--- src/rtl/uart_pkg.sv ---
// Shared types and helpers for the extended UART: FSM state encodings,
// parity mode codes, default divisor and parity computation.
package uart_pkg;

    typedef enum logic [2:0] {
        TX_IDLE   = 3'd0,
        TX_START  = 3'd1,
        TX_DATA   = 3'd2,
        TX_PARITY = 3'd3,
        TX_STOP1  = 3'd4,
        TX_STOP2  = 3'd5
    } tx_state_t;

    typedef enum logic [2:0] {
        RX_IDLE    = 3'd0,
        RX_START   = 3'd1,
        RX_DATA    = 3'd2,
        RX_PARITY  = 3'd3,
        RX_STOP    = 3'd4,
        RX_RECOVER = 3'd5
    } rx_state_t;

    localparam logic [1:0] PAR_NONE = 2'b00;
    localparam logic [1:0] PAR_EVEN = 2'b01;
    localparam logic [1:0] PAR_ODD  = 2'b10;

    function automatic int unsigned default_div(input int unsigned clk_hz, input int unsigned bps);
        return (clk_hz / bps) - 32'd1;
    endfunction

    // Narrower words are zero-extended by the caller; zeros do not change the XOR.
    function automatic logic parity_bit(input logic [7:0] data, input logic [1:0] mode);
        logic p;
        if (mode == PAR_ODD) p = ~(^data);
        else                 p = ^data;
        return p;
    endfunction

    function automatic logic parity_en(input logic [1:0] mode);
        return (mode == PAR_EVEN) || (mode == PAR_ODD);
    endfunction

endpackage

--- src/rtl/uart_rx_fifo.sv ---
// Synchronous first-word-fall-through FIFO for received words; pointers carry
// one extra MSB so a full FIFO is distinguishable from an empty one.
module uart_rx_fifo #(
    parameter int WIDTH = 8,
    parameter int DEPTH = 16
) (
    input  logic                       clk,
    input  logic                       rst_n,
    input  logic                       push,
    input  logic [WIDTH-1:0]           wdata,
    input  logic                       pop,
    output logic [WIDTH-1:0]           rdata,
    output logic [$clog2(DEPTH):0]     level,
    output logic                       full,
    output logic                       empty
);
    localparam int AW    = $clog2(DEPTH);
    localparam int LVL_W = AW + 1;
    localparam logic [AW:0] PTR_ONE  = LVL_W'(1);
    localparam logic [AW:0] FULL_LVL = LVL_W'(DEPTH);

    logic [WIDTH-1:0] r_mem [DEPTH];
    logic [AW:0]      r_wptr;
    logic [AW:0]      r_rptr;
    logic             w_do_push;
    logic             w_do_pop;

    assign level     = r_wptr - r_rptr;
    assign full      = (level == FULL_LVL);
    assign empty     = (level == {LVL_W{1'b0}});
    assign w_do_pop  = pop && !empty;
    assign w_do_push = push && (!full || w_do_pop);
    assign rdata     = r_mem[r_rptr[AW-1:0]];

    // Read and write pointers
    always_ff @(posedge clk or negedge rst_n) begin
        if (!rst_n) begin
            r_wptr <= {LVL_W{1'b0}};
            r_rptr <= {LVL_W{1'b0}};
        end else begin
            if (w_do_push) r_wptr <= r_wptr + PTR_ONE;
            else           r_wptr <= r_wptr;
            if (w_do_pop)  r_rptr <= r_rptr + PTR_ONE;
            else           r_rptr <= r_rptr;
        end
    end

    // Storage array
    always_ff @(posedge clk) begin
        if (w_do_push) r_mem[r_wptr[AW-1:0]] <= wdata;
    end

endmodule

--- src/rtl/uart_ext.sv ---
// UART with runtime divisor, parity, 1/2 stop bits, RX FIFO and sticky errors.
// Define UART_RTS_FLOW_EN to drive rts from FIFO level with hysteresis.
module uart_ext
    import uart_pkg::*;
#(
    parameter int unsigned CLK          = 24000000,
    parameter int unsigned BPS          = 115200,
    parameter int          DATA_BITS    = 8,
    parameter int          RXFIFO_DEPTH = 16,
    parameter int          DIV_W        = 16
) (
    input  logic                              clk,
    input  logic                              rst_n,
    input  logic [DIV_W-1:0]                  divisor,
    input  logic [1:0]                        parity_mode,
    input  logic                              stop2,
    input  logic [DATA_BITS-1:0]              txdata,
    input  logic                              txbegin,
    output logic                              txbusy,
    output logic [DATA_BITS-1:0]              rxdata,
    output logic                              rxrecv,
    input  logic                              data_read,
    output logic [$clog2(RXFIFO_DEPTH):0]     rx_level,
    output logic                              err_parity,
    output logic                              err_frame,
    output logic                              err_overrun,
    input  logic                              err_clear,
    input  logic                              rx,
    output logic                              tx,
    output logic                              rts
);
    localparam int LVL_W = $clog2(RXFIFO_DEPTH) + 1;
    localparam logic [DIV_W-1:0] DEF_DIV    = DIV_W'(default_div(CLK, BPS));
    localparam logic [DIV_W-1:0] CNT_ONE    = DIV_W'(1);
    localparam logic [DIV_W-1:0] RX_PRELOAD = DIV_W'(2);
    localparam logic [2:0]       LAST_BIT   = 3'(DATA_BITS - 1);

    logic [DIV_W-1:0] w_div;
    assign w_div = (divisor == {DIV_W{1'b0}}) ? DEF_DIV : divisor;

    tx_state_t             r_tx_state;
    logic                  r_tx;
    logic                  r_txbusy;
    logic [DIV_W-1:0]      r_tx_cnt;
    logic [DIV_W-1:0]      r_tx_div;
    logic [2:0]            r_tx_bit;
    logic [DATA_BITS-1:0]  r_tx_shift;
    logic                  r_tx_pbit;
    logic                  r_tx_pen;
    logic                  r_tx_stop2;

    assign tx     = r_tx;
    assign txbusy = r_txbusy;

    // Transmit FSM; all frame settings are captured at accept
    always_ff @(posedge clk or negedge rst_n) begin
        if (!rst_n) begin
            r_tx_state <= TX_IDLE;
            r_tx       <= 1'b1;
            r_txbusy   <= 1'b0;
            r_tx_cnt   <= {DIV_W{1'b0}};
            r_tx_div   <= {DIV_W{1'b0}};
            r_tx_bit   <= 3'd0;
            r_tx_shift <= {DATA_BITS{1'b0}};
            r_tx_pbit  <= 1'b0;
            r_tx_pen   <= 1'b0;
            r_tx_stop2 <= 1'b0;
        end else begin
            case (r_tx_state)
                TX_IDLE: begin
                    if (txbegin && !r_txbusy) begin
                        r_tx_state <= TX_START;
                        r_tx       <= 1'b0;
                        r_txbusy   <= 1'b1;
                        r_tx_cnt   <= {DIV_W{1'b0}};
                        r_tx_div   <= w_div;
                        r_tx_shift <= txdata;
                        r_tx_pbit  <= parity_bit(8'(txdata), parity_mode);
                        r_tx_pen   <= parity_en(parity_mode);
                        r_tx_stop2 <= stop2;
                    end else begin
                        r_tx     <= 1'b1;
                        r_txbusy <= 1'b0;
                    end
                end
                default: begin
                    if (r_tx_cnt != r_tx_div) begin
                        r_tx_cnt <= r_tx_cnt + CNT_ONE;
                    end else begin
                        r_tx_cnt <= {DIV_W{1'b0}};
                        case (r_tx_state)
                            TX_START: begin
                                r_tx_state <= TX_DATA;
                                r_tx_bit   <= 3'd0;
                                r_tx       <= r_tx_shift[0];
                            end
                            TX_DATA: begin
                                if (r_tx_bit == LAST_BIT) begin
                                    r_tx_state <= r_tx_pen ? TX_PARITY : TX_STOP1;
                                    r_tx       <= r_tx_pen ? r_tx_pbit : 1'b1;
                                end else begin
                                    r_tx_bit   <= r_tx_bit + 3'd1;
                                    r_tx_shift <= r_tx_shift >> 1;
                                    r_tx       <= r_tx_shift[1];
                                end
                            end
                            TX_PARITY: begin
                                r_tx_state <= TX_STOP1;
                                r_tx       <= 1'b1;
                            end
                            TX_STOP1: begin
                                if (r_tx_stop2) begin
                                    r_tx_state <= TX_STOP2;
                                end else begin
                                    r_tx_state <= TX_IDLE;
                                    r_txbusy   <= 1'b0;
                                end
                            end
                            default: begin
                                r_tx_state <= TX_IDLE;
                                r_tx       <= 1'b1;
                                r_txbusy   <= 1'b0;
                            end
                        endcase
                    end
                end
            endcase
        end
    end

    logic [1:0]            r_sync;
    logic                  w_rx_s;
    rx_state_t             r_rx_state;
    logic [DIV_W-1:0]      r_rx_cnt;
    logic [DIV_W-1:0]      r_rx_div;
    logic [2:0]            r_rx_bit;
    logic [DATA_BITS-1:0]  r_rx_shift;
    logic [1:0]            r_rx_mode;
    logic                  r_par_bad;
    logic                  r_push;
    logic                  r_ev_par;
    logic                  r_ev_frame;
    logic                  w_rx_mid;
    logic                  w_rx_end;

    assign w_rx_s   = r_sync[1];
    assign w_rx_mid = (r_rx_cnt == (r_rx_div >> 1));
    assign w_rx_end = (r_rx_cnt == r_rx_div);

    // Two-flop synchroniser on the serial input
    always_ff @(posedge clk or negedge rst_n) begin
        if (!rst_n) r_sync <= 2'b11;
        else        r_sync <= {r_sync[0], rx};
    end

    // Receive FSM; returns to idle at mid-stop so back-to-back frames are caught
    always_ff @(posedge clk or negedge rst_n) begin
        if (!rst_n) begin
            r_rx_state <= RX_IDLE;
            r_rx_cnt   <= {DIV_W{1'b0}};
            r_rx_div   <= {DIV_W{1'b0}};
            r_rx_bit   <= 3'd0;
            r_rx_shift <= {DATA_BITS{1'b0}};
            r_rx_mode  <= PAR_NONE;
            r_par_bad  <= 1'b0;
            r_push     <= 1'b0;
            r_ev_par   <= 1'b0;
            r_ev_frame <= 1'b0;
        end else begin
            r_push     <= 1'b0;
            r_ev_par   <= 1'b0;
            r_ev_frame <= 1'b0;
            r_rx_cnt   <= w_rx_end ? {DIV_W{1'b0}} : r_rx_cnt + CNT_ONE;
            case (r_rx_state)
                RX_IDLE: begin
                    if (!w_rx_s) begin
                        r_rx_state <= RX_START;
                        r_rx_cnt   <= RX_PRELOAD;
                        r_rx_div   <= w_div;
                        r_rx_mode  <= parity_mode;
                        r_par_bad  <= 1'b0;
                    end
                end
                RX_START: begin
                    if (w_rx_mid && w_rx_s) begin
                        r_rx_state <= RX_IDLE;
                    end else if (w_rx_end) begin
                        r_rx_state <= RX_DATA;
                        r_rx_bit   <= 3'd0;
                    end
                end
                RX_DATA: begin
                    if (w_rx_mid) r_rx_shift <= {w_rx_s, r_rx_shift[DATA_BITS-1:1]};
                    if (w_rx_end) begin
                        if (r_rx_bit == LAST_BIT)
                            r_rx_state <= parity_en(r_rx_mode) ? RX_PARITY : RX_STOP;
                        else
                            r_rx_bit <= r_rx_bit + 3'd1;
                    end
                end
                RX_PARITY: begin
                    if (w_rx_mid && (w_rx_s != parity_bit(8'(r_rx_shift), r_rx_mode))) begin
                        r_ev_par  <= 1'b1;
                        r_par_bad <= 1'b1;
                    end
                    if (w_rx_end) r_rx_state <= RX_STOP;
                end
                RX_STOP: begin
                    if (w_rx_mid) begin
                        if (!w_rx_s) begin
                            r_ev_frame <= 1'b1;
                            r_rx_state <= RX_RECOVER;
                        end else begin
                            r_push     <= !r_par_bad;
                            r_rx_state <= RX_IDLE;
                        end
                    end
                end
                RX_RECOVER: begin
                    if (w_rx_s) r_rx_state <= RX_IDLE;
                end
                default: r_rx_state <= RX_IDLE;
            endcase
        end
    end

    logic             w_full;
    logic             w_empty;
    logic [LVL_W-1:0] w_level;
    logic             w_overrun;

    uart_rx_fifo #(
        .WIDTH (DATA_BITS),
        .DEPTH (RXFIFO_DEPTH)
    ) u_fifo (
        .clk   (clk),
        .rst_n (rst_n),
        .push  (r_push),
        .wdata (r_rx_shift),
        .pop   (data_read),
        .rdata (rxdata),
        .level (w_level),
        .full  (w_full),
        .empty (w_empty)
    );

    assign rx_level  = w_level;
    assign rxrecv    = !w_empty;
    // A full FIFO always has a head, so any pop makes room for the push.
    assign w_overrun = r_push && w_full && !data_read;

    logic r_err_par;
    logic r_err_frame;
    logic r_err_ovr;

    assign err_parity  = r_err_par;
    assign err_frame   = r_err_frame;
    assign err_overrun = r_err_ovr;

    // Sticky error flags; a new event beats a simultaneous clear
    always_ff @(posedge clk or negedge rst_n) begin
        if (!rst_n) begin
            r_err_par   <= 1'b0;
            r_err_frame <= 1'b0;
            r_err_ovr   <= 1'b0;
        end else begin
            if (r_ev_par)        r_err_par <= 1'b1;
            else if (err_clear)  r_err_par <= 1'b0;
            else                 r_err_par <= r_err_par;
            if (r_ev_frame)      r_err_frame <= 1'b1;
            else if (err_clear)  r_err_frame <= 1'b0;
            else                 r_err_frame <= r_err_frame;
            if (w_overrun)       r_err_ovr <= 1'b1;
            else if (err_clear)  r_err_ovr <= 1'b0;
            else                 r_err_ovr <= r_err_ovr;
        end
    end

`ifdef UART_RTS_FLOW_EN
    localparam logic [LVL_W-1:0] RTS_ON  = LVL_W'(RXFIFO_DEPTH - 2);
    localparam logic [LVL_W-1:0] RTS_OFF = LVL_W'(RXFIFO_DEPTH / 2);
    logic r_rts;

    // Flow control with hysteresis between half and nearly full
    always_ff @(posedge clk or negedge rst_n) begin
        if (!rst_n)                  r_rts <= 1'b0;
        else if (w_level >= RTS_ON)  r_rts <= 1'b1;
        else if (w_level <= RTS_OFF) r_rts <= 1'b0;
        else                         r_rts <= r_rts;
    end

    assign rts = r_rts;
`else
    assign rts = 1'b0;
`endif

endmodule

--- config.mk ---
export PLATFORM = sky130hd
export DESIGN_NAME = uart_ext
export DESIGN_NICKNAME = d
export VERILOG_FILES = /design/src/rtl/uart_pkg.sv /design/src/rtl/uart_rx_fifo.sv /design/src/rtl/uart_ext.sv
export SDC_FILE = /design/constraint.sdc
export NUM_CORES = 1
export LEC_CHECK = 0
export BUFFER_PORTS_ARGS = -buffer_cell sky130_fd_sc_hd__buf_2
export CAP_MARGIN = 20
export CORE_MARGIN = 2
export CORE_UTILIZATION = 50
export DETAILED_ROUTE_END_ITERATION = 10
export PLACE_DENSITY_LB_ADDON = 0.1
export SETUP_SLACK_MARGIN = 0.4
export SLEW_MARGIN = 20
export SYNTH_ARGS = -nofsm -noshare
export SYNTH_HDL_FRONTEND = slang
export SYNTH_SLANG_ARGS = --single-unit
--- constraint.sdc ---
create_clock -name clk -period 3.45 [get_ports clk]
set_input_delay 0.345 -clock clk [delete_from_list [all_inputs] [get_ports clk]]
set_output_delay 0.345 -clock clk [all_outputs]
set_load 0.1 [all_outputs]
---- Word-level counts from Yosys, hierarchy flattened ----
Memory sizes are Yosys's and may differ from the RTL's.
Cells that the tools add are included.
cells by class
  reductions and logical operators ........ 40
  equality and inequality tests ........... 39
  bitwise logic cells ..................... 5
  multiplexer cells ....................... 68
  add/sub/neg operators ................... 7
operator list
  kind                   number
  $mux 16                7
  $mux 3                 21
  $mux 8                 5
  $add 16x1->16 const B  2
  $mux 1                 28
  $ne 2x2->1 const B     12
  $pmux 3 s6             1
  $eq 16x15->1           1
  $eq 16x16->1           1
  $logic_not 16->1       1
  $ne 16x16->1           1
  $reduce_xor 8->1       2
  $eq 3x3->1 const B     5
  $reduce_bool 2->1      7
  $eq 3x2->1 const B     4
  $pmux 3 s2             2
  $pmux 3 s4             1
  $add 5x1->5 const B    2
  $reduce_and 3->1       3
  $ne 2x1->1 const B     4
  $reduce_and 2->1       4
  $reduce_and 4->1       2
  $logic_and 1x1->1      7
  $reduce_and 7->1       1
  18 further kinds       35
word-level totals
  bits of input ports ..................... 33
  memories kept ........................... 1
  logic and storage cells ................. 186
  memory bits (writable) .................. 128
  register bits after elaboration ......... 118
  output and inout bits ................... 20
memories
  name          words  width  read ports  clocked after Yosys merged registers in  write ports  line                RTL
  u_fifo.r_mem  16     8      1           0                                        1            uart_rx_fifo.sv:22  logic [WIDTH-1:0] r_mem [DEPTH];

---- Logic depth before layout (Yosys ltp) ----
  depth after elaboration ................. 8
  gate-level depth with buffers ........... 11
  depth with buffers taken out ............ 11

---- By module ----
From an unflattened synthesis, not the netlist that was laid out.
unflattened totals
  cells, all modules ...................... 879
  area, all modules ....................... 11516.0 µm²
modules (own cells, without submodules)
  module        area an instance (µm²)  cells each  seq. area each (µm²)  times used
  uart_ext      5798.1                  560         2706.3                1
  uart_rx_fifo  5718.0                  319         4093.9                1

---- Worst setup path before layout ----
Ideal clock, no wire load.
  path type ............................... reg-to-reg
  from .................................... register u_fifo.r_rptr[1]
  to ...................................... register u_fifo.r_rptr[1]
  cell stages (with the launch flop) ...... 10
  data arrival time ....................... 4.712 ns
  buffers on the path ..................... 2
  path slack .............................. -1.387 ns
  data required time ...................... 3.325 ns
  period minus slack after synthesis ...... 4.837 ns
  setup time .............................. 0.125 ns
  cell sequence ........................... dfrtp_1 clkbuf_1 buf_1 inv_1 fa_1 xor2_1 nor3_1 o211ai_1 nand2_1 mux2_2
on the way
  word-level cells in the longest chain between the ends .. 4
  elaborated cells on any way between the ends .. 5
  those cells by class .................... 2 x add/sub; 3 x reduce/logical
RTL lines
  what                      line                RTL
  start: declaration        uart_rx_fifo.sv:24  logic [AW:0] r_rptr;
  start signal: assignment  uart_rx_fifo.sv:39  r_rptr <= {LVL_W{1'b0}};
  start signal: assignment  uart_rx_fifo.sv:43  if (w_do_pop) r_rptr <= r_rptr + PTR_ONE;
  start signal: assignment  uart_rx_fifo.sv:44  else r_rptr <= r_rptr;
  $sub 5x5->5               uart_rx_fifo.sv:28  assign level = r_wptr - r_rptr;
  via rx_level[2]           uart_ext.sv:23      output logic [$clog2(RXFIFO_DEPTH):0] rx_level,
  $logic_not 5->1           uart_rx_fifo.sv:30  assign empty = (level == {LVL_W{1'b0}});
  $logic_not 1->1           n/a
  via rxrecv                uart_ext.sv:21      output logic rxrecv,
  $logic_and 1x1->1         uart_rx_fifo.sv:31  assign w_do_pop = pop && !empty;
The timed path passes the listed nets, and every way through them passes these cells.
A chain may end at the register's enable or synchronous reset.

---- Final worst setup path ----
  from .................................... register u_fifo.r_wptr[0]
  to ...................................... output rxrecv
on the way
  word-level cells in the longest chain between the ends .. 3
RTL lines
  what                      line                RTL
  start: declaration        uart_rx_fifo.sv:23  logic [AW:0] r_wptr;
  start signal: assignment  uart_rx_fifo.sv:38  r_wptr <= {LVL_W{1'b0}};
  start signal: assignment  uart_rx_fifo.sv:41  if (w_do_push) r_wptr <= r_wptr + PTR_ONE;
  start signal: assignment  uart_rx_fifo.sv:42  else r_wptr <= r_wptr;
  $sub 5x5->5               uart_rx_fifo.sv:28
  $logic_not 5->1           uart_rx_fifo.sv:30
  $logic_not 1->1           uart_ext.sv:248     assign rxrecv = !w_empty;
  end: declaration          uart_ext.sv:21
Every way passes these cells.

==> key figures <==
Finish
  • # fillers: 1714
  • Util after Layout: 59.0%
  • Area Overhead vs Synth: 15.8%
  • Fin nets: 926
  • Layout cell share with drive strength beyond 1: 26.5%

Global routing
  • First-pass GRT wire length: 38.9 mm
  • Number of global-route vias before repair: 7076
  • Largest net degree at the start of global routing: 63
  • Total grt overflow: 0
  • GRT Overall Usage: 21.1%
  • Antenna violations before repair: 1

Clock tree
  • CTS buffer count: 26
  • Clock Latency Late Sink: 0.52 ns
  • Bufs on Longest Clock Path: 3
  • CTS H-tree lvls: 1
  • Clock sink count: 246
  • Clk slew on worst S/H paths: 0.06 ns
  • Clk root buf: clkbuf_16
  • TritonCTS clock tree: yes

Flow run
  • Max Cap Viol: 0

STA
  • Period utilization: 85.8%
  • Worst-margin pin slew: 0.903 ns
  • Final Hold Vio Count: 0
  • Fmax: 0.338 GHz
  • RSZ-0062 raised after global routing: false
  • Hold WS: 0.0524 ns
  • Rel. slew slack: 39.6%
  • Tmin final: 2.96 ns
  • Max-slew violation count: 0
  • Max Clock Skew: 0.0116 ns
  • Number of setup violations in the final report: 0

Worst setup path
  • Startpoint Class: flip-flop
  • Critical Path AT: 2.62 ns
  • CP Capture Type: output port
  • Setup CP Type: reg2out
  • CP Data Required Time: 3.11 ns
  • Crit. Startpoint: u_fifo.r_wptr[0]
  • Crit Path Max Fanout: 3
  • Worst r2r src: u_fifo.r_wptr[0]

Die
  • Die Y: 153 µm
  • Row count: 54
  • Die area: 23500 µm²
  • IO Pins: 53
  • CORE AREA: 21800 µm²
  • Die width: 153 µm
  • Initial Util: 51.0%

Routing
  • Routed Antenna Nets: 0
  • Routed vias: 6768
  • Initial DRC count: 475
  • Post-Route WL: 24.3 mm
  • DRC: 0
  • Via density: 5.76
  • WL per Instance: 20.7 µm
  • Detailed Routing Iterations Pass 1: 5

Synthesis
  • Synth Flop Type: edfxtp_1
  • Dominant cell type by area after synthesis: edfxtp_1
  • Asr flop ratio synth: 48.0%
  • Mapped Area: 11100 µm²
  • Top-count cell post-synth: edfxtp_1
  • Net Count, Synth: 856
  • Synthesized instance count: 805
  • Area contributors post-synth: edfxtp_1 (35%), dfrtp_1 (26%), mux4_2 (8.1%)
  • Yosys reg bits: 246
  • Commonest cells post-synth: edfxtp_1 (128), dfrtp_1 (115), nor2_1 (56)
  • Top cell type's share of synthesized area: 34.5%
  • Distinct cell type count after synthesis: 56
  • Sequential fraction of the synthesis area: 61.1%
  • Number of synthesized flops with an enable pin: 128
  • Yosys warns: 0
  • Synthesized area per cell: 13.8 µm²

Power and ir drop
  • VDD IR max: 0.000306 V
  • Leakage: 5.31 nW
  • P per Cell Area: 490 nW/µm²

Placed design
  • Post-detail-place hpwl: 16.6 mm
  • Port Buffer Count: 51
  • Gp weighted congestion: 0.830

Worst hold path
  • HP Start: stop2
  • Hold crit path type: in2reg

Outcome
  • Status: completed
==> logic make-up after synthesis <==
group | Yosys count | share of synthesized area [%]
multiplexers | 87 | 12.8
buffers and inverters | 61 | 2.30
XOR/XNOR | 91 | 7.16
AO/OA/AOI/OAI | 88 | 4.79
AND/OR/NAND/NOR | 213 | 9.68
flip-flops | 246 | 61.1
adder cells (fa/ha/maj) | 18 | 2.09
other | 1 | 0.0337
==> critical path, cell delays in order (launching register included) <==
cell and delay, ns:
dfrtp_1 0.38, inv_2 0.08, ha_2 0.17, inv_1 0.06, fa_2 0.39, a21o_1 0.18, a21oi_2 0.17, xor2_1 0.22
o211ai_1 0.20, clkbuf_16 0.25
==> repair_timing <==
| item | CTS | global route |
|---|---|---|
| buffers inserted | 3 | 2 |
| pin swaps | 2 | 3 |
| gates resized for setup | 11 | 11 |
| hold buffers | 2 | 0 |
| setup endpoints to repair | 130 | 116 |
| endpoints found under the hold margin | 56 | 0 |
==> layout make-up <==
class                           instances  area (µm²)  area share [%]
Clock inverter                         20         200            1.55
Sequential cell                       246        6800            52.8
Tap cell                              280         350            2.72
Antenna cell                            1        2.50          0.0194
Timing Repair Buffer                   79         533            4.14
Inverter                               24        92.6           0.719
Clock buffer                           28         679            5.27
Multi-Input combinational cell        498        4220            32.8
==> sequential cells by signal, indices dropped and copies added, names as in the netlist, 2 cells and up <==
name / flops
u_fifo.r_mem: 128
r_rx_cnt: 16
r_rx_div: 16
r_tx_cnt: 16
r_tx_div: 16
r_rx_shift: 8
r_tx_shift: 8
u_fifo.r_rptr: 5
u_fifo.r_wptr: 5
r_rx_bit: 3
r_rx_state: 3
r_tx_bit: 3
r_tx_state: 3
r_rx_mode: 2
r_sync: 2
==> worst paths after layout <==
check | endpoint | slack (ns) | cells after the start
worst max-delay path | rxrecv | 0.49 | 9
worst min-delay path | r_tx_stop2 | 0.05 | 2
worst max register to register | u_fifo.r_mem[10][1] | 0.57 | 13
worst min register to register | r_sync[1] | 0.36 | 0
max in group asynchronous | r_sync[1] | 2.15 | 3
min in group asynchronous | txbusy | 0.44 | 2
==> layout by cell type, fill, tap and decap left out, types with 4 or more instances in the layout <==
| master | netlist | final |
|---|---|---|
| nor2_1 | 56 | 53 |
| edfxtp_1 | 128 | 128 |
| a21o_1 | 7 | 7 |
| buf_2 | 7 | 48 |
| nand2b_1 | 6 | 6 |
| mux4_2 | 40 | 40 |
| dfrtp_1 | 115 | 114 |
| nand3_1 | 28 | 24 |
| buf_4 | 1 | 24 |
| a22o_1 | 4 | 4 |
| clkinv_2 | 0 | 6 |
| ha_1 | 17 | 15 |
| clkbuf_16 | 0 | 28 |
| xnor2_1 | 46 | 46 |
| nor3_1 | 18 | 14 |
| nor4_1 | 14 | 14 |
| xor2_1 | 45 | 44 |
| mux2_2 | 46 | 45 |
| inv_1 | 23 | 21 |
| a21oi_1 | 11 | 10 |
| nor2b_1 | 5 | 5 |
| o21ai_0 | 44 | 43 |
| and3_1 | 11 | 11 |
| clkinv_1 | 0 | 6 |
| nand2_1 | 47 | 47 |
| nand4_1 | 9 | 9 |
| bufinv_16 | 0 | 4 |
==> per-stage QoR <==
stage               setup slack [ns]  cells  instance area (µm²)  TNS, ns  power (mW)
floorplan                     -0.239    805                11200    -5.46        3.42
global placement              0.0157   1120                11800        0        3.51
detailed placement           -0.0912   1120                11800   -0.729        3.53
CTS                            0.404   1173                12800        0        6.37
global route                   0.400   1175                12900        0        6.52
finish                         0.488   1176                12900        0        6.31
==> routing by layer <==
| metal | vias to the layer above | global-route usage [%] | part of all wire, % |
|---|---|---|---|
| met1 | 3442 | 27.0 | 40 |
| met2 | 190 | 38.1 | 53 |
| met4 | 0 | 5.16 | 1.9 |
| met3 | 35 | 3.01 | 4.9 |
| li1 | 3101 | - | - |
| met5 | - | 0 | 0 |
==> where the power goes <==
group	internal [mW]	total, mW	switching (mW)	leakage (nW)
combinational	0.116	0.252	0.136	1.93
sequential	3.12	3.22	0.0969	2.96
clock	1.72	2.84	1.13	0.424
Note: power is estimated with default switching activity, not from simulation.
